==> src/rtl/imem_stream_loader_pkg.sv <==
// Shared types and constants for the instruction-memory stream loader.
// Holds the FSM state encoding and the frame constants used by the loader and its word assembler.
package imem_stream_loader_pkg;

   typedef enum logic [2:0] {
      ST_IDLE,
      ST_LEN_LO,
      ST_LEN_HI,
      ST_DATA,
      ST_WRITE,
      ST_CHECK,
      ST_DONE,
      ST_ERR
   } state_t;

   localparam int         FRAME_HDR_BYTES = 2;
   localparam logic [7:0] CHK_INIT        = 8'h00;

endpackage

==> src/rtl/imem_stream_loader_if.sv <==
// Byte-stream input and imem write port of the loader, bundled as one interface.
// The slave modport is the loader; the master modport is the stream source plus memory side.
interface imem_stream_loader_if #(
   parameter int ADDR_WIDTH = 12,
   parameter int DATA_WIDTH = 32
);
   logic [7:0]            byte_in;
   logic                  byte_valid;
   logic                  byte_ready;
   logic                  mem_wEn;
   logic [ADDR_WIDTH-1:0] mem_addr;
   logic [DATA_WIDTH-1:0] mem_dataIn;

   modport master (
      output byte_in, byte_valid,
      input  byte_ready, mem_wEn, mem_addr, mem_dataIn
   );

   modport slave (
      input  byte_in, byte_valid,
      output byte_ready, mem_wEn, mem_addr, mem_dataIn
   );
endinterface

==> src/rtl/imem_stream_loader_word_assembler.sv <==
// Packs accepted bytes little-endian into a word and XOR-accumulates the checksum.
// word_full and word_nxt are combinational on the byte that completes a word; state updates on the edge.
module word_assembler
   import imem_stream_loader_pkg::*;
#(
   parameter int DATA_WIDTH = 32
) (
   input  logic                  clock,
   input  logic                  reset,
   input  logic                  clear,
   input  logic                  accept,
   input  logic [7:0]            byte_in,
   output logic                  word_full,
   output logic [DATA_WIDTH-1:0] word_nxt,
   output logic [7:0]            checksum
);
   localparam int BPW = DATA_WIDTH / 8;
   localparam int IW  = (BPW > 1) ? $clog2(BPW) : 1;

   logic [IW-1:0]         idx;
   logic [DATA_WIDTH-1:0] word_q;

   always_comb begin
      word_nxt               = word_q;
      word_nxt[idx*8 +: 8]   = byte_in;
      word_full              = accept && (idx == IW'(BPW - 1));
   end

   always_ff @(posedge clock or posedge reset) begin
      if (reset) begin
         idx      <= '0;
         word_q   <= '0;
         checksum <= CHK_INIT;
      end else if (clear) begin
         idx      <= '0;
         word_q   <= '0;
         checksum <= CHK_INIT;
      end else if (accept) begin
         word_q   <= word_nxt;
         checksum <= checksum ^ byte_in;
         idx      <= word_full ? '0 : idx + 1'b1;
      end
   end
endmodule

==> src/rtl/imem_stream_loader.sv <==
// Loads a length-prefixed, XOR-checked byte stream into imem and holds the CPU in reset until verified.
// One write cycle per word; byte_ready is low outside LEN/DATA/CHECK and during the write cycle.
module imem_stream_loader
   import imem_stream_loader_pkg::*;
#(
   parameter int ADDR_WIDTH = 12,
   parameter int DATA_WIDTH = 32
) (
   input  logic                 clock,
   input  logic                 reset,
   input  logic                 start,
   imem_stream_loader_if.slave  bus,
   output logic                 cpu_hold,
   output logic                 busy,
   output logic                 done,
   output logic                 error
);
   state_t                state;
   logic [15:0]           len;
   logic [ADDR_WIDTH:0]   word_idx;
   logic [ADDR_WIDTH:0]   words_next;
   logic [15:0]           len_next;
   logic                  len_bad;
   logic                  last_word;
   logic                  accept;
   logic                  asm_accept;
   logic                  asm_clear;
   logic                  word_full;
   logic [DATA_WIDTH-1:0] word_nxt;
   logic [7:0]            checksum;

   assign accept     = bus.byte_valid && bus.byte_ready;
   assign asm_accept = accept && (state == ST_DATA);
   assign asm_clear  = start && (state == ST_IDLE || state == ST_DONE || state == ST_ERR);
   assign len_next   = {bus.byte_in, len[7:0]};
   assign len_bad    = (len_next == 16'd0) || (32'(len_next) > (32'd1 << ADDR_WIDTH));
   assign words_next = word_idx + 1'b1;
   // Word index is one bit wider than the address so a full-capacity image terminates cleanly.
   assign last_word  = (32'(words_next) == 32'(len));

   word_assembler #(.DATA_WIDTH(DATA_WIDTH)) u_asm (
      .clock     (clock),
      .reset     (reset),
      .clear     (asm_clear),
      .accept    (asm_accept),
      .byte_in   (bus.byte_in),
      .word_full (word_full),
      .word_nxt  (word_nxt),
      .checksum  (checksum)
   );

   always_ff @(posedge clock or posedge reset) begin
      if (reset) begin
         state          <= ST_IDLE;
         len            <= '0;
         word_idx       <= '0;
         bus.byte_ready <= 1'b0;
         bus.mem_wEn    <= 1'b0;
         bus.mem_addr   <= '0;
         bus.mem_dataIn <= '0;
         cpu_hold       <= 1'b1;
         busy           <= 1'b0;
         done           <= 1'b0;
         error          <= 1'b0;
      end else begin
         case (state)
            ST_IDLE, ST_DONE, ST_ERR: begin
               if (start) begin
                  state          <= ST_LEN_LO;
                  len            <= '0;
                  word_idx       <= '0;
                  bus.mem_addr   <= '0;
                  bus.byte_ready <= 1'b1;
                  cpu_hold       <= 1'b1;
                  busy           <= 1'b1;
                  done           <= 1'b0;
                  error          <= 1'b0;
               end
            end
            ST_LEN_LO: begin
               if (accept) begin
                  len[7:0] <= bus.byte_in;
                  state    <= ST_LEN_HI;
               end
            end
            ST_LEN_HI: begin
               if (accept) begin
                  len <= len_next;
                  if (len_bad) begin
                     state          <= ST_ERR;
                     bus.byte_ready <= 1'b0;
                     busy           <= 1'b0;
                     error          <= 1'b1;
                  end else begin
                     state <= ST_DATA;
                  end
               end
            end
            ST_DATA: begin
               if (word_full) begin
                  state          <= ST_WRITE;
                  bus.byte_ready <= 1'b0;
                  bus.mem_wEn    <= 1'b1;
                  bus.mem_addr   <= word_idx[ADDR_WIDTH-1:0];
                  bus.mem_dataIn <= word_nxt;
               end
            end
            ST_WRITE: begin
               bus.mem_wEn    <= 1'b0;
               bus.byte_ready <= 1'b1;
               word_idx       <= words_next;
               state          <= last_word ? ST_CHECK : ST_DATA;
            end
            ST_CHECK: begin
               if (accept) begin
                  bus.byte_ready <= 1'b0;
                  busy           <= 1'b0;
                  if (bus.byte_in == checksum) begin
                     state    <= ST_DONE;
                     done     <= 1'b1;
                     cpu_hold <= 1'b0;
                  end else begin
                     state <= ST_ERR;
                     error <= 1'b1;
                  end
               end
            end
            default: state <= ST_IDLE;
         endcase
      end
   end
endmodule

==> src/flat_wrapper.sv <==
// flat-port wrapper written by rule: the top's interface ports become plain ports
module imem_stream_loader_flat import imem_stream_loader_pkg::*;
#(
   parameter int ADDR_WIDTH = 12,
   parameter int DATA_WIDTH = 32
)
  (clock, reset, start, cpu_hold, busy, done, error, bus_byte_in, bus_byte_valid, bus_byte_ready, bus_mem_wEn, bus_mem_addr, bus_mem_dataIn);
  imem_stream_loader_if #(.ADDR_WIDTH(ADDR_WIDTH), .DATA_WIDTH(DATA_WIDTH)) bus_i ();
  input  logic clock;
  input  logic reset;
  input  logic start;
  output logic cpu_hold;
  output logic busy;
  output logic done;
  output logic error;
  input wire logic [$bits(bus_i.byte_in)-1:0] bus_byte_in;
  input wire logic [$bits(bus_i.byte_valid)-1:0] bus_byte_valid;
  output wire logic [$bits(bus_i.byte_ready)-1:0] bus_byte_ready;
  output wire logic [$bits(bus_i.mem_wEn)-1:0] bus_mem_wEn;
  output wire logic [$bits(bus_i.mem_addr)-1:0] bus_mem_addr;
  output wire logic [$bits(bus_i.mem_dataIn)-1:0] bus_mem_dataIn;
  assign bus_i.byte_in = bus_byte_in;
  assign bus_i.byte_valid = bus_byte_valid;
  assign bus_byte_ready = bus_i.byte_ready;
  assign bus_mem_wEn = bus_i.mem_wEn;
  assign bus_mem_addr = bus_i.mem_addr;
  assign bus_mem_dataIn = bus_i.mem_dataIn;
  imem_stream_loader #(.ADDR_WIDTH(ADDR_WIDTH), .DATA_WIDTH(DATA_WIDTH)) u_core (.clock(clock), .reset(reset), .start(start), .bus(bus_i), .cpu_hold(cpu_hold), .busy(busy), .done(done), .error(error));
endmodule
==> config.mk <==
export PLATFORM = sky130hd
export DESIGN_NAME = imem_stream_loader_flat
export DESIGN_NICKNAME = d
export VERILOG_FILES = /design/src/rtl/imem_stream_loader_pkg.sv /design/src/rtl/imem_stream_loader_if.sv /design/src/rtl/imem_stream_loader_word_assembler.sv /design/src/rtl/imem_stream_loader.sv /design/src/flat_wrapper.sv
export SDC_FILE = /design/constraint.sdc
export NUM_CORES = 1
export LEC_CHECK = 0
export ABC_AREA = 1
export BUFFER_PORTS_ARGS = -buffer_cell sky130_fd_sc_hd__buf_4
export CORE_ASPECT_RATIO = 1.75
export CORE_MARGIN = 2
export CORE_UTILIZATION = 59
export DETAILED_ROUTE_END_ITERATION = 16
export PLACE_DENSITY = 0.8
export REMOVE_ABC_BUFFERS = 1
export SKIP_LAST_GASP = 1
export SLEW_MARGIN = 20
export SYNTH_ARGS = -nofsm -noshare
export SYNTH_HDL_FRONTEND = slang
export SYNTH_SLANG_ARGS = --single-unit
export TNS_END_PERCENT = 100
==> constraint.sdc <==
create_clock -name clock -period 4.6 [get_ports clock]
set_input_delay 0.23 -clock clock [delete_from_list [all_inputs] [get_ports clock]]
set_output_delay 0.23 -clock clock [all_outputs]
set_load 0.1 [all_outputs]
Word-level counts from Yosys, hierarchy flattened
Index checks and enable logic that the tools add are counted.
{ "totals": {"inputBits": 12, "register_bits": 124, "ramBits": 0, "wordCells": 119, "romBits": 0, "output_inout_bits": 50, "latch_bits": 0, "n_memories": 0} }
{ "classes": {"shift": 2, "muxes": 48, "n_mul": 0, "addsub": 3, "order_cmp": 1, "reduce_logical": 30, "eq_ne": 18, "n_bitwise": 2, "div_mod_pow": 0} }
{ "op_table": {"columns": ["cell", "n"], "rows": [
  ["$mux W32", 2],
  ["$neg A5 Y34", 1],
  ["$shift A8 B34 Y32 const A", 1],
  ["$shiftx A8 B34 Y32", 1],
  ["$bwmux W32", 1],
  ["$mux W16", 2],
  ["$pmux W13 S2", 1],
  ["$mux W12", 2],
  ["$mux W8", 3],
  ["$pmux W12 S2", 1],
  ["$pmux W8 S3", 1],
  ["$mux W3", 7],
  ["$pmux W3 S6", 1],
  ["$eq A13 B16 Y1", 1],
  ["$gt A16 B13 Y1 const B", 1],
  ["$logic_not A16 Y1", 1],
  ["$mux W1", 16],
  ["$pmux W8 S2", 1],
  ["$reduce_bool A2 Y1", 7],
  ["$add A13 B1 Y13 const B", 1],
  ["$mux W13", 1],
  ["$eq A3 B3 Y1 const B", 4],
  ["$reduce_and A6 Y1", 2],
  ["$ne A2 B1 Y1 const B", 5],
  ["22 further kinds", 40]
]} }

Longest topological paths before layout
{ "depth": {"ltp_word": 6, "mapped_depth": 16, "mapped_depth_nobuf": 16} }

Cells and area by module
Synthesis repeated with hierarchy kept, for this count alone.
{ "unflattened": {"cells_unflattened": 809, "area_unflattened_um2": 6526.3} }
{ "modules_own_cells": {"columns": ["module", "seq_area_each_um2", "n_inst", "area_each_um2", "cells_per_inst"], "rows": [
  ["imem_stream_loader", 2053.2, 1, 4159.0, 469],
  ["word_assembler", 1051.0, 1, 2367.3, 340]
]} }

Least setup slack after synthesis
OpenSTA, ideal clock, no wires.
{ "synth_timing": {"kind": "reg2reg", "from": "register u_core.bus.byte_ready", "to": "register u_core.error", "n_path_buf": 0, "period_less_slack_ns": 2.169, "setup_time_ns": 0.125, "setup_slack_ns": 2.431, "stages_incl_launch_ff": 10, "arrival_time_ns": 2.044, "required_time_ns": 4.475, "cell_sequence": "dfrtp_1 > nand2_1 > inv_1 > nor2_1 > nor2_1 > nand2_1 > a21oi_1 > nand3_1 > nand2_1 > o21ai_1"} }
{ "synth_between": {"elab_chain_cells": 3, "elab_cells_between_ends": 4, "cone_classes": "2 x eq/ne; 2 x reduce/logical"} }
{ "synth_lines": {"columns": ["element", "line_no", "rtl"], "rows": [
  ["start, declared", "imem_stream_loader_if.sv:21", "output byte_ready, mem_wEn, mem_addr, mem_dataIn"],
  ["start signal, assigned", "imem_stream_loader.sv:57", "bus.byte_ready <= 1'b0;"],
  ["start signal, assigned", "imem_stream_loader.sv:73", "bus.byte_ready <= 1'b1;"],
  ["start signal, assigned", "imem_stream_loader.sv:91", "bus.byte_ready <= 1'b0;"],
  ["$logic_and A1 B1 Y1 (*)", "imem_stream_loader.sv:32", "assign accept = bus.byte_valid && bus.byte_ready;"],
  ["$ne A2 B1 Y1 (no source line)", null, null],
  ["$reduce_and A6 Y1 (no source line) (*)", null, null],
  ["end signal, assigned", "imem_stream_loader.sv:64", "error <= 1'b0;"],
  ["end signal, assigned", "imem_stream_loader.sv:77", "error <= 1'b0;"],
  ["end signal, assigned", "imem_stream_loader.sv:93", "error <= 1'b1;"],
  ["end, declared", "imem_stream_loader.sv:16", "output logic error"]
]} }
Every way passes the cells marked *; elsewhere a longest branch is shown, timed or not.
A chain may end at the register's enable or synchronous reset.

Worst setup path after layout
{ "layout_timing": {"from": "register u_core.state[2]", "to": "register u_core.u_asm.idx[1]"} }
{ "layout_between": {"elab_chain_cells": 6, "elab_cells_between_ends": 13, "cone_classes": "3 x eq/ne; 3 x mux; 7 x reduce/logical"} }
{ "layout_lines": {"columns": ["element", "line_no", "rtl"], "rows": [
  ["start, declared", "imem_stream_loader.sv:18", "state_t state;"],
  ["start signal, assigned", "imem_stream_loader.sv:112", "state <= last_word ? ST_CHECK : ST_DATA;"],
  ["$eq A3 B2 Y1", "imem_stream_loader.sv:33", "assign asm_accept = accept && (state == ST_DATA);"],
  ["$logic_and A1 B1 Y1", "imem_stream_loader.sv:33", null],
  ["$logic_and A1 B1 Y1", "imem_stream_loader_word_assembler.sv:26", "word_full = accept && (idx == IW'(BPW - 1));"],
  ["$mux W2", "imem_stream_loader_word_assembler.sv:41", "idx <= word_full ? '0 : idx + 1'b1;"],
  ["$mux W2", "imem_stream_loader_word_assembler.sv:38", "end else if (accept) begin"],
  ["$mux W2", "imem_stream_loader_word_assembler.sv:34", "end else if (clear) begin"],
  ["end signal, assigned", "imem_stream_loader_word_assembler.sv:41", null],
  ["end, declared", "imem_stream_loader_word_assembler.sv:20", "logic [IW-1:0] idx;"]
]} }
Parallel ways exist; a longest one is shown, timed or not. The select of a mux whose other input is x is not followed.

==> flow_metrics.py <==
metrics = {
    "route": {
        "ant_nets": 0,
        "routed_wl_microns": 15200,
        "post_drt_wl_per_cell_microns": 16.6,
        "num_vias": 5380,
        "drt_iter0_markers": 351,
        "drt-pass1-iter-count": 5,
        "drc_errors": 0,
        "viasPerCell": 5.87,
    },
    "worst_setup_path": {
        "cp.required_ps": 4910,
        "worstSetupPathType": "reg -> reg",
        "cp_slowest_cell": "nor3_4",
        "worst-path-max-fanout": 66,
        "slowest_delay_ps": 580,
        "endpoint_kind": "register",
        "cp-start-kind": "register",
        "path_cells": "nor3_4 > inv_2 > nor2_4 > buf_4 > inv_1 > o32ai_1",
        "arrival_ps": 3010,
    },
    "run": {
        "cap_violations": 0,
    },
    "clock_tree": {
        "cts_root_buf": "clkbuf_16",
        "holdBufCountCts": 0,
        "h-tree-depth": 4,
        "numCtsBuffers": 17,
        "cts_sinks": 124,
        "cts-resized-gates": 0,
        "cts_tree": "done",
        "post-cts-setup-buffers": 0,
        "cts_buffer_depth": 2,
        "clkTransAtPathRegs_ps": 60,
        "clock_latency_ps": 430,
    },
    "global_route": {
        "use_met1_pct": 32.0,
        "met2_usage_pct": 52.4,
        "antenna_found_initial": 0,
        "grt-busiest-layer": "met2",
        "grt-ovfl-total": 0,
        "grt_pass1_vias": 5341,
        "grt_first_pass_wirelength_microns": 25000,
        "grtUsageMet3_pct": 6.88,
        "grtUsageTotal_pct": 29.5,
        "grt_max_degree": 72,
    },
    "sta": {
        "whs_ps": -14.0,
        "slew_viol_final": 0,
        "setup-violations-final": 0,
        "worstMarginPinSlew_ps": 850,
        "finalHoldViolations": 12,
        "period_minus_slack_ps": 2710,
        "rsz0062_at_grt": "no",
        "finalSetupTns_ps": 0,
        "finalCritPeriodShare_pct": 58.9,
        "skew_ps": 10.1,
        "setup_ws_ps": 1890,
        "max_freq_ghz": 0.369,
        "max_slew_margin_pct": 43.3,
    },
    "power": {
        "cellPowerDensity_nw_per_um2": 361,
        "leakagePower_nw": 3.49,
        "power_w": 0.00258,
        "ir_drop_mv": 0.286,
    },
    "finish": {
        "regArea_sq_um": 3100,
        "multi_input_area_sq_um": 2510,
        "nNetsFinal": 798,
        "antennaDiodeCount": 0,
        "synthToLayoutAreaGrowth_pct": 18.5,
        "fin_area_sq_um": 7140,
        "drive_gt1_share_pct": 14.4,
        "fillers": 734,
    },
    "synth": {
        "synth-seq-cells": 124,
        "syn-cell-area_sq_um": 6020,
        "ys.flop_type": "dfrtp_1",
        "synth-async-reset-ratio_pct": 100,
        "synthMuxAreaShare_pct": 0,
        "yosysUniqueCellTypes": 37,
        "synth_compound_gate_area_share_pct": 18.5,
        "netlist_instances": 722,
        "synth_top_family_by_area": "simple AND/OR/NAND/NOR gates",
        "synth_area_leaders": "dfrtp_1 51%, nand2_1 8.0%, o21ai_0 7.6%",
        "synth_xor_area_share_pct": 1.68,
        "yosysTopAreaCell": "dfrtp_1",
        "synthSimpleGateAreaFrac_pct": 19.8,
        "synth_edf_count": 0,
        "synth_most_common_cell": "nand2_1",
        "synthTopCellsByCount": "129 x nand2_1, 123 x dfrtp_1, 91 x o21ai_0",
        "seq_area_frac_synth_pct": 51.5,
        "yosys.area_share.adder_pct": 1.66,
        "yosys_warnings": 0,
        "synth_top_area_share_pct": 51.1,
        "syn_avg_cell_area_sq_um": 8.34,
    },
    "floorplan": {
        "start_util_pct": 60.8,
        "die_h_microns": 138,
        "io_pins": 62,
        "dieWidth_microns": 80.4,
        "dieArea_sq_um": 11100,
        "rows": 48,
        "core-area_sq_um": 9910,
    },
    "placement": {
        "hpwl_microns": 10600,
        "dp_slack_ps": 1990,
        "portBuffers": 61,
        "postPlaceCellArea_sq_um": 6550,
        "gp_congestion": 0.976,
    },
    "status": {
        "outcome": "finished with violations",
        "violations": "hold timing",
    },
    "min_path": {
        "min_path_type": "in -> async",
    },
}
[cell families after synthesis]
family / Yosys count
AOI/OAI and AO/OA: 200
DFF: 124
adders and majority gates: 8
buffers and inverters: 107
and+or+nand+nor: 273
xor gates and xnor gates: 10
[critical path: cells and delay by family (launching register included)]
family / cells / cell delay (ps)
buffers and inverters: 3 / 1020
AO/OA/AOI/OAI: 1 / 350
AND/OR/NAND/NOR: 2 / 710
flip-flops: 1 / 510
[state kept, by name, summed over array words and instances, names as in the netlist]
| name | count |
|---|---|
| u_core.bus.byte_ready | 1 |
| u_core.state | 3 |
| u_core.error | 1 |
| u_core.u_asm.idx | 2 |
| u_core.bus.mem_wEn | 1 |
| u_core.cpu_hold | 1 |
| u_core.bus.mem_addr | 12 |
| u_core.bus.mem_dataIn | 32 |
| u_core.word_idx | 13 |
| u_core.done | 1 |
| u_core.u_asm.checksum | 8 |
| u_core.busy | 1 |
| u_core.len | 16 |
| u_core.u_asm.word_q | 32 |
[metrics by stage]
stage          hold WS, ps  std cells  utilization, %
5_1_grt               78.3        916            72.1
3_3_place_gp           453        884            66.1
6_report             -14.0        916            72.1
2_1_floorplan          437        694               -
4_1_cts               19.8        916            72.1
3_5_place_dp           467        884            66.1
[final timing paths]
path,startpoint,endpoint,slack [ps],cells past startpoint
min in group clock,bus_byte_in[7],u_core.u_asm.checksum[7],170,3
worst min register to register,u_core.cpu_hold,u_core.cpu_hold,480,2
worst max-delay path,u_core.state[2],u_core.u_asm.idx[1],1890,6
max in group asynchronous,reset,u_core.bus.mem_addr[11],3370,3
worst max register to register,u_core.state[2],u_core.u_asm.idx[1],1890,6
worst min-delay path,reset,u_core.bus.mem_dataIn[23],-10,2
[power by group]
part / switching, W / total [W] / internal, W
Combinational: 0.000105 / 0.000138 / 0.0000322
Clock: 0.000524 / 0.00133 / 0.000803
Sequential: 0.0000113 / 0.00111 / 0.00110
[per-layer routing]
layer  part of all wire, %  wire, microns  up-vias
met5                     0              0        -
li1                      -              -     2561
met3                   5.1            774       57
met4                   3.9            590        0
met1                    37           5560     2559
met2                    54           8270      203
[area by class of cell]
| type | count | area share [%] |
|---|---|---|
| Sequential cell | 124 | 43.5 |
| Multi-Input combinational cell | 491 | 35.1 |
| Timing Repair Buffer | 65 | 6.83 |
| Clock buffer | 17 | 5.96 |
| Inverter | 79 | 4.19 |
| Clock inverter | 15 | 2.28 |
| Tap cell | 125 | 2.19 |
[layout by cell type (no fill, tap or decap), types with 2 or more instances in the layout]
master | netlist | final
nor3_2 | 2 | 2
a21oi_2 | 2 | 2
dfrtp_1 | 123 | 123
a22oi_1 | 16 | 16
inv_2 | 2 | 2
inv_6 | 0 | 5
nand2_1 | 129 | 129
clkbuf_16 | 0 | 17
nor2_1 | 53 | 53
nor3_1 | 18 | 18
nor2_2 | 3 | 3
nand4_1 | 8 | 8
a21oi_1 | 53 | 53
xnor2_1 | 8 | 8
clkinv_1 | 2 | 2
o21ai_1 | 4 | 4
ha_1 | 8 | 8
clkinvlp_4 | 0 | 6
o22ai_1 | 26 | 26
buf_4 | 0 | 65
o211ai_1 | 2 | 2
nand3b_1 | 2 | 2
bufinv_16 | 0 | 2
inv_1 | 75 | 74
nand3_1 | 53 | 53
o21ai_0 | 91 | 91
Note: power is estimated with default switching activity, not from simulation.
